==> config.mk <==
export PLATFORM = sky130hd
export DESIGN_NAME = vga_fb_reader
export DESIGN_NICKNAME = d
export VERILOG_FILES = /design/src/rtl/vga_fb_reader_pkg.sv /design/src/rtl/vga_fb_reader_timing_gen.sv /design/src/rtl/vga_fb_reader.sv
export SDC_FILE = /design/constraint.sdc
export NUM_CORES = 1
export LEC_CHECK = 0
export ABC_CLOCK_PERIOD_IN_PS = 7100
export BUFFER_PORTS_ARGS = -buffer_cell sky130_fd_sc_hd__buf_2
export CAP_MARGIN = 20
export CELL_PAD_IN_SITES_DETAIL_PLACEMENT = 0
export CELL_PAD_IN_SITES_GLOBAL_PLACEMENT = 1
export CORE_MARGIN = 2
export CORE_UTILIZATION = 47
export DETAILED_ROUTE_END_ITERATION = 10
export PLACE_DENSITY = 0.95
export SLEW_MARGIN = 10
export SYNTH_ARGS = -nofsm -noshare
export SYNTH_HDL_FRONTEND = slang
export SYNTH_HIERARCHICAL = 1
export SYNTH_SLANG_ARGS = --single-unit
==> constraint.sdc <==
create_clock -name clk -period 7.1 [get_ports clk]
set_clock_uncertainty 0.2 [all_clocks]
set_input_delay 0.355 -clock clk [delete_from_list [all_inputs] [get_ports clk]]
set_output_delay 0.355 -clock clk [all_outputs]
set_load 0.005 [all_outputs]
==> src/rtl/vga_fb_reader_pkg.sv <==
// Shared definitions for the virtual-pixel framebuffer: VGA timing, the 4x4 virtual pixel
// geometry and the column-major address mapping used by both writer and scan-out.
package vga_fb_reader_pkg;

    localparam int unsigned H_ACTIVE = 640;
    localparam int unsigned H_FP     = 16;
    localparam int unsigned H_SYNC   = 96;
    localparam int unsigned H_BP     = 48;
    localparam int unsigned H_TOTAL  = H_ACTIVE + H_FP + H_SYNC + H_BP;

    localparam int unsigned V_ACTIVE = 480;
    localparam int unsigned V_FP     = 10;
    localparam int unsigned V_SYNC   = 2;
    localparam int unsigned V_BP     = 33;
    localparam int unsigned V_TOTAL  = V_ACTIVE + V_FP + V_SYNC + V_BP;

    localparam int unsigned PIXEL_VIRTUAL_SIZE   = 4;
    localparam int unsigned VIRTUAL_PIXEL_HEIGHT = 120;
    localparam int unsigned VPIX_SHIFT           = $clog2(PIXEL_VIRTUAL_SIZE);

    // Memory data must be back before the next pixel tick latches it.
    localparam int unsigned CLK_DIV          = 2;
    localparam int unsigned MEM_READ_LATENCY = 1;
    localparam int unsigned DIV_W            = (CLK_DIV > 1) ? $clog2(CLK_DIV) : 1;

    localparam int unsigned COORD_W = 10;
    localparam int unsigned ADDR_W  = 15;
    localparam int unsigned DATA_W  = 24;

    typedef enum logic {
        StIdle,
        StScan
    } scan_state_e;

    typedef struct packed {
        logic hs_n;
        logic vs_n;
        logic visible;
    } sync_t;

    localparam sync_t SYNC_IDLE = '{hs_n: 1'b1, vs_n: 1'b1, visible: 1'b0};

    // Column-major: each virtual column holds VIRTUAL_PIXEL_HEIGHT consecutive words.
    function automatic logic [ADDR_W-1:0] fb_addr(input logic [COORD_W-1:0] px,
                                                  input logic [COORD_W-1:0] py);
        logic [ADDR_W-1:0] col;
        logic [ADDR_W-1:0] row;
        col = ADDR_W'(px >> VPIX_SHIFT);
        row = ADDR_W'(py >> VPIX_SHIFT);
        return col * ADDR_W'(VIRTUAL_PIXEL_HEIGHT) + row;
    endfunction

endpackage

==> src/rtl/vga_fb_reader_timing_gen.sv <==
// Pixel-tick divider, x/y raster counters, stage-0 sync/visible decode and frame_done.
module vga_fb_reader_timing_gen
    import vga_fb_reader_pkg::*;
#(
    parameter int unsigned VActive = V_ACTIVE,
    parameter int unsigned VFp     = V_FP,
    parameter int unsigned VSync   = V_SYNC,
    parameter int unsigned VBp     = V_BP
) (
    input  logic               clk,
    input  logic               rst,
    input  logic               run,
    output logic               tick,
    output logic               pix_clk,
    output logic [COORD_W-1:0] x,
    output logic [COORD_W-1:0] y,
    output logic [COORD_W-1:0] x_next,
    output logic [COORD_W-1:0] y_next,
    output sync_t              sync,
    output logic               frame_end,
    output logic               frame_done
);

    localparam int unsigned VTotal = VActive + VFp + VSync + VBp;

    localparam logic [COORD_W-1:0] HLast   = COORD_W'(H_TOTAL - 1);
    localparam logic [COORD_W-1:0] VLast   = COORD_W'(VTotal - 1);
    localparam logic [COORD_W-1:0] HVis    = COORD_W'(H_ACTIVE);
    localparam logic [COORD_W-1:0] VVis    = COORD_W'(VActive);
    localparam logic [COORD_W-1:0] HsStart = COORD_W'(H_ACTIVE + H_FP);
    localparam logic [COORD_W-1:0] HsEnd   = COORD_W'(H_ACTIVE + H_FP + H_SYNC);
    localparam logic [COORD_W-1:0] VsStart = COORD_W'(VActive + VFp);
    localparam logic [COORD_W-1:0] VsEnd   = COORD_W'(VActive + VFp + VSync);

    logic [DIV_W-1:0]   div_q;
    logic [COORD_W-1:0] x_q;
    logic [COORD_W-1:0] y_q;
    logic               frame_done_q;

    assign tick    = (div_q == DIV_W'(CLK_DIV - 1));
    assign pix_clk = (div_q < DIV_W'(CLK_DIV / 2));

    // The divider free-runs in every state so ticks stay evenly spaced across IDLE/SCAN.
    always_ff @(posedge clk or posedge rst) begin
        if (rst) begin
            div_q <= '0;
        end else if (tick) begin
            div_q <= '0;
        end else begin
            div_q <= div_q + DIV_W'(1);
        end
    end

    always_comb begin
        x_next = x_q;
        y_next = y_q;
        if (!run) begin
            x_next = '0;
            y_next = '0;
        end else if (tick) begin
            if (x_q == HLast) begin
                x_next = '0;
                y_next = (y_q == VLast) ? '0 : y_q + COORD_W'(1);
            end else begin
                x_next = x_q + COORD_W'(1);
            end
        end
    end

    assign frame_end = run && tick && (x_q == HLast) && (y_q == VLast);

    always_ff @(posedge clk or posedge rst) begin
        if (rst) begin
            x_q          <= '0;
            y_q          <= '0;
            frame_done_q <= 1'b0;
        end else begin
            x_q          <= x_next;
            y_q          <= y_next;
            frame_done_q <= frame_end;
        end
    end

    always_comb begin
        sync         = SYNC_IDLE;
        sync.hs_n    = !(run && (x_q >= HsStart) && (x_q < HsEnd));
        sync.vs_n    = !(run && (y_q >= VsStart) && (y_q < VsEnd));
        sync.visible = run && (x_q < HVis) && (y_q < VVis);
    end

    assign x          = x_q;
    assign y          = y_q;
    assign frame_done = frame_done_q;

endmodule

==> src/rtl/vga_fb_reader.sv <==
// Framebuffer scan-out: IDLE/SCAN control, read address generation and a two-tick output
// pipeline that lines memory data up with the delayed sync and blank signals.
module vga_fb_reader
    import vga_fb_reader_pkg::*;
#(
    parameter int unsigned VActive = V_ACTIVE,
    parameter int unsigned VFp     = V_FP,
    parameter int unsigned VSync   = V_SYNC,
    parameter int unsigned VBp     = V_BP
) (
    input  logic               clk,
    input  logic               rst,
    input  logic               scan_en,
    output logic [ADDR_W-1:0]  read_mem_address,
    input  logic [DATA_W-1:0]  read_mem_data,
    output logic [COORD_W-1:0] x,
    output logic [COORD_W-1:0] y,
    output logic [7:0]         vga_r,
    output logic [7:0]         vga_g,
    output logic [7:0]         vga_b,
    output logic               vga_hs,
    output logic               vga_vs,
    output logic               vga_blank_n,
    output logic               vga_sync_n,
    output logic               vga_clk,
    output logic               frame_done
);

    localparam logic [COORD_W-1:0] HVis = COORD_W'(H_ACTIVE);
    localparam logic [COORD_W-1:0] VVis = COORD_W'(VActive);

    scan_state_e state_q;
    scan_state_e state_d;

    logic               scanning;
    logic               tick;
    logic               frame_end;
    logic [COORD_W-1:0] x_next;
    logic [COORD_W-1:0] y_next;
    sync_t              sync_s0;

    logic [ADDR_W-1:0]  addr_q;
    sync_t              sync_s1_q;
    logic [DATA_W-1:0]  data_s1_q;
    sync_t              sync_out_q;
    logic [DATA_W-1:0]  rgb_q;

    assign scanning = (state_q == StScan);

    vga_fb_reader_timing_gen #(
        .VActive (VActive),
        .VFp     (VFp),
        .VSync   (VSync),
        .VBp     (VBp)
    ) u_timing (
        .clk        (clk),
        .rst        (rst),
        .run        (scanning),
        .tick       (tick),
        .pix_clk    (vga_clk),
        .x          (x),
        .y          (y),
        .x_next     (x_next),
        .y_next     (y_next),
        .sync       (sync_s0),
        .frame_end  (frame_end),
        .frame_done (frame_done)
    );

    // scan_en is only sampled at frame boundaries, so frames are never cut short.
    always_comb begin
        state_d = state_q;
        case (state_q)
            StIdle:  if (tick && scan_en) state_d = StScan;
            StScan:  if (frame_end && !scan_en) state_d = StIdle;
            default: state_d = StIdle;
        endcase
    end

    always_ff @(posedge clk or posedge rst) begin
        if (rst) begin
            state_q <= StIdle;
        end else begin
            state_q <= state_d;
        end
    end

    // Address follows the counters' next value so both change on the same tick.
    always_ff @(posedge clk or posedge rst) begin
        if (rst) begin
            addr_q <= '0;
        end else if (tick) begin
            if ((x_next < HVis) && (y_next < VVis)) begin
                addr_q <= fb_addr(x_next, y_next);
            end else begin
                addr_q <= '0;
            end
        end
    end

    always_ff @(posedge clk or posedge rst) begin
        if (rst) begin
            sync_s1_q  <= SYNC_IDLE;
            data_s1_q  <= '0;
            sync_out_q <= SYNC_IDLE;
            rgb_q      <= '0;
        end else if (tick) begin
            sync_s1_q  <= sync_s0;
            data_s1_q  <= read_mem_data;
            sync_out_q <= sync_s1_q;
            rgb_q      <= sync_s1_q.visible ? data_s1_q : '0;
        end
    end

    assign read_mem_address = addr_q;
    assign vga_r            = rgb_q[23:16];
    assign vga_g            = rgb_q[15:8];
    assign vga_b            = rgb_q[7:0];
    assign vga_hs           = sync_out_q.hs_n;
    assign vga_vs           = sync_out_q.vs_n;
    assign vga_blank_n      = sync_out_q.visible;
    assign vga_sync_n       = 1'b0;

endmodule

After elaboration in Yosys (flattened, before gate mapping)

Cells that the tools add are included.

Bits in registers: 92
Bits in latches: 0
Memory bits (writable): 0
Memory bits (read-only): 0
Output and inout bits: 65
Logic and storage cells: 59
Memories: 0

Add/sub/neg operators: 4
Multipliers: 1
Div/mod/pow operators: 0
Order comparisons: 9
Equality and inequality tests: 2
Shift operators: 0
Muxes and demuxes: 13
Bitwise gates (word level): 1
Reduce and logical (&&, ||, !) cells: 15

Operator list:

| operator              | count |
|---|---|
| $mux 10               | 7 |
| $lt 10x10->1 const B  | 3 |
| $lt 10x9->1 const B   | 3 |
| $mux 24               | 1 |
| $add 10x1->10 const B | 2 |
| $eq 10x10->1 const B  | 2 |
| $add 15x8->15         | 1 |
| $mux 15               | 1 |
| $logic_and 1x1->1     | 12 |
| $mul 8x4->12 const B  | 1 |
| $ge 10x10->1 const B  | 1 |
| $ge 10x9->1 const B   | 1 |
| $logic_not 1->1       | 3 |
| $mux 1                | 3 |
| $pmux 1 s2            | 1 |
| $add 1x1->1 const B   | 1 |
| $lt 1x1->1 const B    | 1 |
| $not 1->1             | 1 |

Logic depth before layout (Yosys ltp)

Gate-level depths: netlist of run 1.

Depth in word-level cells: 8
Depth in mapped cells: 19

Cells and area by module

The synthesis of run 1 kept the hierarchy.

By module, submodules not included:

| module                   | times used | cells an instance | area an instance (µm²) |
|---|---|---|---|
| vga_fb_reader            | 1          | 357               | 3833.7 |
| vga_fb_reader_timing_gen | 1          | 127               | 1244.9 |

Least setup slack after synthesis of run 1

OpenSTA, ideal clock, no wires.

Path type: flip-flop to flip-flop
From: reg u_timing.x_q[0] (netlist: u_timing/x[0])
To: reg addr_q[13] (netlist: read_mem_address[13])
Setup time: 141 ps
Arrival time: 4379 ps
Data required time: 6759 ps
Path slack: 2380 ps
Cell stages (with the launch flop): 20
Path buffers: 1
Clock period less this slack: 4720 ps
Path through: dfrtp_1 ha_1 nand2_1 or3_1 buf_6 nand2_1 nor2_1 inv_1 fa_1 fa_1 inv_1 ha_1 xor2_1 ha_1 o21a_1 o31a_1 nor2_1 nor4_2 and3_1 o32ai_1

Word-level cells in the longest chain between the ends: 7
Elaborated cells on any way between the ends: 14
Those cells by class: 2 x add/sub; 1 x mul; 2 x order compare; 1 x eq/ne; 7 x mux; 1 x reduce/logical

RTL lines:

| item                                               | RTL line                                                       | source |
|---|---|---|
| start: declaration                                 | vga_fb_reader_timing_gen.sv:36                                 | `logic [COORD_W-1:0] x_q;` |
| start signal: assignment                           | vga_fb_reader_timing_gen.sv:78                                 | `x_q <= x_next;` |
| $add 10x1->10 or $eq 10x10->1 (tied branches)      | vga_fb_reader_timing_gen.sv:65, vga_fb_reader_timing_gen.sv:61 |  |
| $mux 10 *                                          | vga_fb_reader_timing_gen.sv:61                                 | `if (x_q == HLast) begin` |
| $mux 10 *                                          | vga_fb_reader_timing_gen.sv:60                                 | `end else if (tick) begin` |
| $mux 10 *                                          | vga_fb_reader_timing_gen.sv:57                                 | `if (!run) begin` |
| net x_next[5]                                      | vga_fb_reader.sv:38                                            | `logic [COORD_W-1:0] x_next;` |
| $mul 8x4->12 or $lt 10x10->1 (tied branches)       | vga_fb_reader_pkg.sv:50, vga_fb_reader.sv:93                   |  |
| $add 15x8->15 or $logic_and 1x1->1 (tied branches) | vga_fb_reader_pkg.sv:50, vga_fb_reader.sv:93                   |  |
| $mux 15 *                                          | vga_fb_reader.sv:93                                            | `if ((x_next < HVis) && (y_next < VVis)) begin` |
| end signal: assignment                             | vga_fb_reader.sv:94                                            | `addr_q <= fb_addr(x_next, y_next);` |
| end: declaration                                   | vga_fb_reader.sv:42                                            | `logic [ADDR_W-1:0] addr_q;` |

Mark *: on every way through the listed nets, which the timed path passes. The rest lies on a longest branch.
A chain may end at the register's enable or synchronous reset.

Worst setup path after layout of run 1

Same ends and word-level chain as after synthesis.

==> flow_summary.ini, run 1 <==
[synthesis]
yosys_register_bits = 92
netlist-cell-type-count = 59
synth_top_area_share_pct = 43.36
syn_area_per_cell_sq_um = 10.49
synth.area.top_cells = dfrtp_1 43%, mux2_2 6.7%, ha_1 6.2%, inv_1 5.8%, fa_1 5.5%
dominantRegCellSynth = dfrtp_1
synth_edf_count = 0
synth_top_area_cell = dfrtp_1
netlist_instances = 484
synth_common_cells = 88 x dfrtp_1, 79 x inv_1, 32 x nand2_1, 32 x o21ai_0, 30 x mux2_2
syn_nets = 550
async_reset_ff_share_pct = 100.0
yosysWarnings = 6
netlist_area_sq_um = 5079
yosysMostFrequentCell = dfrtp_1
ys_seq_area_share_pct = 45.43

[detailed_routing]
drc = 0
via_per_inst = 5.183
antenna_left = 0
drt_wl_total_mm = 10.54
first_pass_iters = 4
vias = 3690
wl_per_cell_um = 14.80
drt_iter0_markers = 175

[timing]
rsz0062_at_grt = no
final_max_slew_viol_count = 0
setup_tns_ns = 0
final.min_clock_period_ns = 5.397
worst_slack_ns = 1.703
fmax_mhz = 185.3
worstMarginPinSlew_ns = 0.9280
setup_violations = 0
relSlewSlack_pct = 38.13
period_share_pct = 76.02
hold_viol = 0

[power_and_ir_drop]
power_density_nw_per_um2 = 159.1
p_int_mw = 0.7131
share_comb_of_total_power_pct = 4.3
seqPwrFrac_pct = 58.6
p_clk_share_pct = 37.1
p_sw_share_pct = 23.21
leakage_nw = 2.875
switchingPower_mw = 0.2156
vdd_drop_max_mv = 0.08795

[global_route]
grt_max_degree = 80
grt_pass1_wl_mm = 17.73
antenna_found_initial = 0
gr-total-overflow = 0
grt_pass1_vias = 3729
grt_use_total_pct = 19.31

[place]
dp_hpwl_mm = 7.866
place_ws_ns = 1.761
place_congestion = 0.8587
port_buffers = 90

[clocking]
cts_buffers = 9
cts_tree = yes
cts_buffer_depth = 2
cts-root-buf = clkbuf_8
clock-sinks = 92
cts.repair.resized = 0
clk_latency_ns = 0.36
cts.clk_slew.worst_paths_ns = 0.09
cts.htree.levels = 3

[flow_run]
drv_cap = 0

[final_layout]
area_growth_pct = 14.95
fill_cells = 914
nNetsFinal = 637
drive_above_1_share_pct = 28.82
fin_util_pct = 56.05
num_antenna_cells = 0

[min_path]
holdPathStages = 2
hp-class = input port to register

[setup_path]
arrival_ns = 5.41
cp.required_ns = 7.11
critical_path_class = register to register
critPathMaxFanout = 9
worstRegToRegCells = 18
start_kind = register
end_kind = register

[floorplan]
initial_core_util_pct = 48.76
rows = 37
design.die.area_sq_um = 11650
ios = 92
core_area_sq_um = 10420
dieWidth_um = 108.0
die_h_um = 108.0

[run_status]
status = finished clean
[power groups by stage]
stage / clock network [mW] / logic [mW] / registers (mW)
2_1_floorplan: 0 / 0.0205 / 0.554
3_3_place_gp: 0 / 0.0391 / 0.554
3_5_place_dp: 0 / 0.0410 / 0.555
4_1_cts: 0.354 / 0.0417 / 0.544
5_1_grt: 0.376 / 0.0469 / 0.546
6_report: 0.344 / 0.0404 / 0.544
[per-stage QoR]
step	hold WS [ns]	area (sq um)	power (mW)	cells
floorplan	0.1442	5079	0.5749	484
global placement	0.1457	5632	0.5928	695
detailed placement	0.1597	5632	0.5958	695
CTS	0.003429	5838	0.9403	712
global route	0.002447	5838	0.9692	712
finish	0.01970	5838	0.9287	712
[cell type report]
class | instances | area, sq um | area share [%]
Multi-Input combinational cell | 296 | 2391 | 40.96
Sequential cell | 92 | 2308 | 39.54
Timing Repair Buffer | 93 | 475.5 | 8.144
Inverter | 79 | 296.5 | 5.079
Tap cell | 136 | 170.2 | 2.915
Clock buffer | 12 | 165.2 | 2.829
Clock inverter | 4 | 31.28 | 0.5358
[timing repair]
| action | CTS | global route |
|---|---|---|
| endpoints found under the hold margin | 37 | 0 |
| endpoints found under the setup margin | 0 | 0 |
| hold buffers | 1 | 0 |
| buffers inserted | 0 | 0 |
[layer usage]
metal / track usage (%) / part of all wire, % / vias up
met2: 31.45 / 46 / 104
met3: 3.737 / 5.8 / 19
li1: - / - / 1795
met5: 0 / 0 / -
met1: 25.67 / 46 / 1772
met4: 7.418 / 1.9 / 0
[worst max-delay path: stages, from the launching register on]
cell and delay, ns:
dfrtp_1 0.44, ha_1 0.29, nand2_1 0.20, or3_1 0.34, nand2_1 0.30, nor2_1 0.45
inv_1 0.17, fa_1 0.50, fa_1 0.51, inv_1 0.04, ha_1 0.35, xor2_1 0.18
ha_1 0.33, o21a_1 0.13, o31a_1 0.14, nor2_1 0.08, nor4_2 0.31, and3_1 0.20
o32ai_1 0.08
[final timing paths]
path                                         from              endpoint  slack (ns)
max in group asynchronous                     rst             rgb_q[11]        5.39
worst min-delay path            read_mem_data[20]         data_s1_q[20]        0.02
min in group asynchronous                     rst   read_mem_address[2]        0.33
worst max register to register      u_timing/x[0]  read_mem_address[13]        1.70
worst max-delay path                u_timing/x[0]  read_mem_address[13]        1.70
worst min register to register       data_s1_q[2]              rgb_q[2]        0.28
[kinds of logic after synthesis]
kind of cell	count (synthesis)	share of synthesized area (%)
AOI/OAI and AO/OA	85	11.16
xor gates and xnor gates	23	4.114
adders and majority gates	39	11.68
buffers and inverters	96	7.489
DFF	92	45.43
muxes	32	7.046
other	1	0.07384
and+or+nand+nor	116	13.01
[state kept, by name (all words and copies together) (netlist names)]
| signal | cells |
|---|---|
| vga_vs | 1 |
| read_mem_address | 15 |
| vga_blank_n | 1 |
| u_timing/frame_done | 1 |
| sync_s1_q | 3 |
| u_timing/y | 10 |
| scanning | 1 |
| u_timing/x | 10 |
| u_timing/tick | 1 |
| vga_hs | 1 |
| data_s1_q | 24 |
| rgb_q | 24 |
[layout by cell type (no fill, tap or decap), types with 12 or more instances in the layout]
cell type,synthesis,layout
ha_1,25,25
buf_2,0,90
fa_1,14,14
nand2_1,32,32
o21ai_0,32,32
nor2_1,26,26
clkbuf_8,0,12
dfrtp_1,88,87
inv_1,79,78
mux2_2,30,30
(Power assumes the default switching activity.)
==> inputs of run 2 (changes only) <==
- ABC_AREA: not set -> 1
- ABC_CLOCK_PERIOD_IN_PS: 7100 -> 5100
- CORE_UTILIZATION: 47 -> 42
- PLACE_DENSITY: 0.95 -> 0.91
- clock period: 7.1 -> 5.1 ns (I/O delays scaled with it)
==> run 2 against run 1 <==
Compared with the run above: utilization down 3.5 points; first-iteration DRC count is 26% higher; fmax grew 15%; critical endpoint is now read_mem_address[14]; largest cell class unchanged.
==> flow_summary.ini, run 2 <==
[run_status]
status = finished clean

[final_layout]
nNetsFinal = 811
drive_above_1_share_pct = 19.47
mostFrequentLayoutCells = 172 x nand2_1, 96 x inv_1, 90 x buf_2
fin_util_pct = 52.58
area_growth_pct = 22.61
num_antenna_cells = 0
final_cells = 897
mostFrequentLayoutCell = nand2_1

[synthesis]
synth_top_area_cell = dfrtp_1
synth_edf_count = 0
synth_mux_area_share_pct = 0
yosysMostFrequentCell = nand2_1
dominantRegCellSynth = dfrtp_1
synthSimpleGateAreaFrac_pct = 24.46
netlist-cell-type-count = 40
async_reset_ff_share_pct = 100.0
yosys_register_bits = 92
synth-compound-area-share_pct = 9.254
netlist_area_sq_um = 5151
netlist_instances = 627
synth_common_cells = 172 x nand2_1, 97 x inv_1, 88 x dfrtp_1
syn_area_per_cell_sq_um = 8.216
synth_fa_ha_area_share_pct = 11.51
synth.area.top_cells = dfrtp_1 43%, nand2_1 13%, inv_1 7.1%, o21ai_0 6.2%, ha_1 6.1%
synth_top_area_share_pct = 42.75
syn_nets = 693
yosysWarnings = 6
ys_seq_area_share_pct = 44.79
synth_top_family_by_area = simple AND/OR/NAND/NOR gates
synth_xor_area_share_pct = 1.020

[clocking]
cts.clk_slew.worst_paths_ns = 0.07
cts-root-buf = clkbuf_16
cts_buffer_depth = 2
cts_tree = yes
post_cts_buffers = 0
clock-sinks = 92
cts_buffers = 9
cts.repair.resized = 0
clk_latency_ns = 0.34
cts_hold_buf = 26
cts.htree.levels = 3

[timing]
relSlewSlack_pct = 39.41
setup_tns_ns = 0
hold_viol = 0
rsz0062_at_grt = no
final_max_slew_viol_count = 0
final.min_clock_period_ns = 4.676
period_share_pct = 91.68
worstMarginPinSlew_ns = 0.9078
setup_violations = 0
fmax_mhz = 213.9

[power_and_ir_drop]
power_density_nw_per_um2 = 233.5
seqPwrFrac_pct = 51.3
switchingPower_mw = 0.3478
share_comb_of_total_power_pct = 4.7
p_clk_share_pct = 44.0
leakage_nw = 3.415
p_sw_share_pct = 23.58
vdd_drop_max_mv = 0.1404
p_int_mw = 1.127

[global_route]
gr-total-overflow = 0
grt_use_total_pct = 19.10
grt_pass1_vias = 4380
antenna_found_initial = 0
grt_max_degree = 67
grt_pass1_wl_mm = 20.29

[detailed_routing]
wl_per_cell_um = 13.07
antenna_left = 0
drc = 0
vias = 4362
drt_iter0_markers = 221
via_per_inst = 4.863
drt_wl_total_mm = 11.73
first_pass_iters = 4

[setup_path]
cp.required_ns = 5.17
crit_buf_inv = 2
arrival_ns = 4.75
critPathMaxFanout = 10
start_kind = register
cp_slowest_cell = fa_1
critical_path_class = register to register
slowest_delay_ns = 0.50
end_kind = register
crit_family = adder cells
crit_path_frequent_cell = nand2_1
crit_chain = ha_1 > nand2_1 > inv_1 > nand3_4 > nor2_8 > nand2_4 > nand2_4 > nor3b_1 > buf_4 > fa_1 > fa_1 > fa_1 > xor2_1 > ha_1 > nand2_1 > nor2_1 > nand2_1 > nand3_1 > nand3_2 > nor2_4 > nand3_1 > nand2_1 > nand3_1 > nand2_1

[place]
place_inst = 855
dp_hpwl_mm = 8.450
place_congestion = 0.8859
port_buffers = 90

[floorplan]
dieWidth_um = 114.7
die_h_um = 114.7
core_area_sq_um = 12010
initial_core_util_pct = 42.89
rows = 40
design.die.area_sq_um = 13170
ios = 92

[flow_run]
drv_cap = 0

[min_path]
hp-class = input port to async pin
[run 2: stage by stage]
stage | hold slack, ns | power, mW | setup slack (ns) | cell area [sq um]
2_1_floorplan | 0.04423 | 0.7966 | 0.5723 | 5151
3_3_place_gp | -0.05700 | 0.8233 | 0.5700 | 5764
3_5_place_dp | -0.05673 | 0.8257 | 0.4295 | 5764
4_1_cts | 0.1323 | 1.496 | 0.4105 | 6316
5_1_grt | 0.1421 | 1.541 | 0.04143 | 6316
6_report | 0.1421 | 1.475 | 0.4244 | 6316
[run 2: power groups by stage]
stage                     logic, mW  clock network, mW  registers (mW)
after floorplan              0.0264                  0           0.770
after global placement       0.0537                  0           0.770
after detailed placement     0.0553                  0           0.770
after CTS                    0.0711              0.669           0.756
after global routing         0.0808              0.703           0.758
final                        0.0698              0.649           0.756
[run 2: tightest hold or removal path, cell delays in order]
cell and delay [ns]:
dlygate4sd3_1 0.53, buf_2 0.14, inv_2 0.09
[run 2: cell families after synthesis]
family,count (synthesis)
XOR/XNOR,6
flip-flops,92
other,1
AND/OR/NAND/NOR,282
buffers and inverters,118
adder cells (fa/ha/maj),39
AO/OA/AOI/OAI,89
[run 2: final timing paths]
check,slack [ns],cells after the start,end,start
worst max-delay path,0.42,24,read_mem_address[14],u_timing/x[0]
worst min-delay path,0.14,3,scanning,rst
worst max register to register,0.42,24,read_mem_address[14],u_timing/x[0]
worst min register to register,0.27,2,sync_s1_q[0],sync_s1_q[0]
max in group asynchronous,3.56,4,rgb_q[3],rst
min in group clk,0.27,2,sync_s1_q[0],sync_s1_q[0]
[run 2: per-layer routing]
metal	GRT usage, %	part of all wire [%]
met2	31.56	48
met5	0	0
met3	3.585	4.7
met4	6.185	1.5
met1	25.60	46
[run 2: area by class of cell]
cell class / instances / area [sq um]
clock buffers: 9 / 225.2
well taps: 147 / 183.9
flip-flops and latches: 92 / 2308
inverters: 102 / 382.9
clock inverters: 7 / 66.31
multi-input cells: 417 / 2386
fillers: 1140 / 5695
repair buffers: 123 / 763.2
==> inputs of run 3 (changes only) <==
- CORE_MARGIN: 2 -> not set
==> run 3 against run 2 <==
Compared with the run above: setup slack got worse by 0.0044 ns; sequential power about the same; first-iteration DRC count increased by 28%; wire length increased by 0.29%; sequential share of layout area decreased by 0.094 points; die area decreased by 3.5%; fmax about the same; sequential cell count unchanged.
==> flow_summary.ini, run 3 (synthesis gave the netlist of run 2 again) <==
[global_route]
grt_pass1_vias = 4314
gr-total-overflow = 0
grt_pass1_wl_mm = 20.30
grt_use_total_pct = 20.09
antenna_found_initial = 0
grt_max_degree = 63

[detailed_routing]
drc = 0
drt_wl_total_mm = 11.76
wl_met2_mm = 5.673
route.met3.wl_um = 408
via_per_inst = 4.799
drt_iter0_markers = 283
dr.max_layer_used = met4
vias = 4300
antenna_left = 0
wl_per_cell_um = 13.13
first_pass_iters = 4
wl_met1_mm = 5.476

[flow_run]
drv_cap = 0

[final_layout]
num_antenna_cells = 0
final_cell_area_sq_um = 6332
fill_cells = 1086
area_growth_pct = 22.93
nNetsFinal = 810
mostFrequentLayoutCell = nand2_1
final_cells = 896
mostFrequentLayoutCells = 172 x nand2_1, 96 x inv_1, 90 x buf_2
multi_input_area_sq_um = 2389
drive_above_1_share_pct = 19.63
register_area_sq_um = 2308

[timing]
worst_slack_ns = 0.4200
worstMarginPinSlew_ns = 0.8727
hold_viol = 0
setup_violations = 0
relSlewSlack_pct = 41.75
fmax_mhz = 213.7
rsz0062_at_grt = no
setup_tns_ns = 0
period_share_pct = 91.76
final.min_clock_period_ns = 4.680
final_max_slew_viol_count = 0

[setup_path]
r2r_slack_ns = 0.42
r2r-start = u_timing/x[0]
critPathMaxFanout = 10
end_kind = register
slowest_delay_ns = 0.52
cp.required_ns = 5.14
cp_slowest_cell = fa_1
crit_path_frequent_cell = nand2_1
crit_chain = ha_1 > nand2_1 > inv_1 > nand3_4 > nor2_8 > nand2_4 > nand2_4 > nor3b_1 > inv_1 > fa_1 > fa_1 > inv_1 > ha_1 > xor2_1 > ha_1 > nand2_1 > nor2_1 > nand2_1 > nand3_1 > nand3_2 > nor2_4 > nand4_1 > nand3_1 > nand2_1
start_kind = register
worstRegToRegCells = 24
critical_path_class = register to register
arrival_ns = 4.72
r2r_end = read_mem_address[14]

[min_path]
min_to = scanning
holdPathStages = 3
hp-class = input port to register
hp-start = scan_en

[clocking]
clock-sinks = 92
cts.clk_slew.worst_paths_ns = 0.07
cts_tree = yes
cts.htree.levels = 3
cts_buffer_depth = 2
cts-root-buf = clkbuf_16
post_cts_buffers = 0
cts_buffers = 9
clk_latency_ns = 0.35

[floorplan]
rows = 40
initial_core_util_pct = 43.06
ios = 92
dieWidth_um = 112.7
die_h_um = 112.7
core_area_sq_um = 11960
design.die.area_sq_um = 12710

[power_and_ir_drop]
leakage_nw = 3.429
seqPwrFrac_pct = 49.4
switchingPower_mw = 0.3450
total_power_mw = 1.532
vdd_drop_max_mv = 0.1448
p_int_mw = 1.187
power_density_nw_per_um2 = 241.9
share_comb_of_total_power_pct = 4.5
p_clk_share_pct = 46.1
p_sw_share_pct = 22.53

[place]
dp_hpwl_mm = 8.384
place_inst = 855
placed_cell_area_sq_um = 5764
place_ws_ns = 0.3502
port_buffers = 90
place_congestion = 0.8518

[run_status]
status = finished clean
==> run 3: worst max-delay path by stage <==
stage	startpoint	to	slack, ns
2_1_floorplan	u_timing/x[0]	read_mem_address[14]	0.57
3_3_place_gp	u_timing/x[0]	read_mem_address[14]	0.56
3_5_place_dp	u_timing/x[0]	read_mem_address[14]	0.35
4_1_cts	u_timing/x[0]	read_mem_address[14]	0.33
5_1_grt	u_timing/x[0]	read_mem_address[14]	0.03
6_report	u_timing/x[0]	read_mem_address[14]	0.42
==> run 3: power by group through the flow <==
stage / registers, mW / logic [mW] / clock network, mW
final: 0.756 / 0.0692 / 0.706
after global placement: 0.769 / 0.0535 / 0
after detailed placement: 0.770 / 0.0555 / 0
after floorplan: 0.770 / 0.0264 / 0
after global routing: 0.758 / 0.0801 / 0.753
after CTS: 0.756 / 0.0705 / 0.720
==> run 3: layout make-up <==
type	instances	area share, %
clock buffer	10	3.774
timing repair buffer	122	11.89
sequential	92	36.46
inverter	102	6.046
tap	147	2.905
multi-input combinational	417	37.72
clock inverter	6	1.205
==> run 3: per-layer routing <==
layer,up-vias,track usage [%]
li1,2195,-
met1,1999,26.53
met2,88,33.37
met3,18,3.803
met4,0,6.667
met5,-,0
==> run 3: metrics by stage <==
step | hold slack [ns] | utilization, %
final | 0.004963 | 52.94
after global routing | 0.04288 | 52.94
after CTS | 0.009429 | 52.92
after detailed placement | 0.004414 | 48.19
after global placement | 0.002453 | 48.19
after floorplan | 0.04423 | -
==> run 3: what timing repair did <==
action | CTS | global route
hold buffers | 25 | 0
gates resized for setup | 0 | 1
endpoints found under the hold margin | 57 | 0
endpoints found under the setup margin | 0 | 1
==> run 3: critical path: cells and delay by family (launching register included) <==
family / cells / cell delay, ns
adder cells (fa/ha/maj): 5 / 1.93
AND/OR/NAND/NOR: 15 / 1.59
flip-flops: 1 / 0.41
buffers and inverters: 3 / 0.24
XOR/XNOR: 1 / 0.18
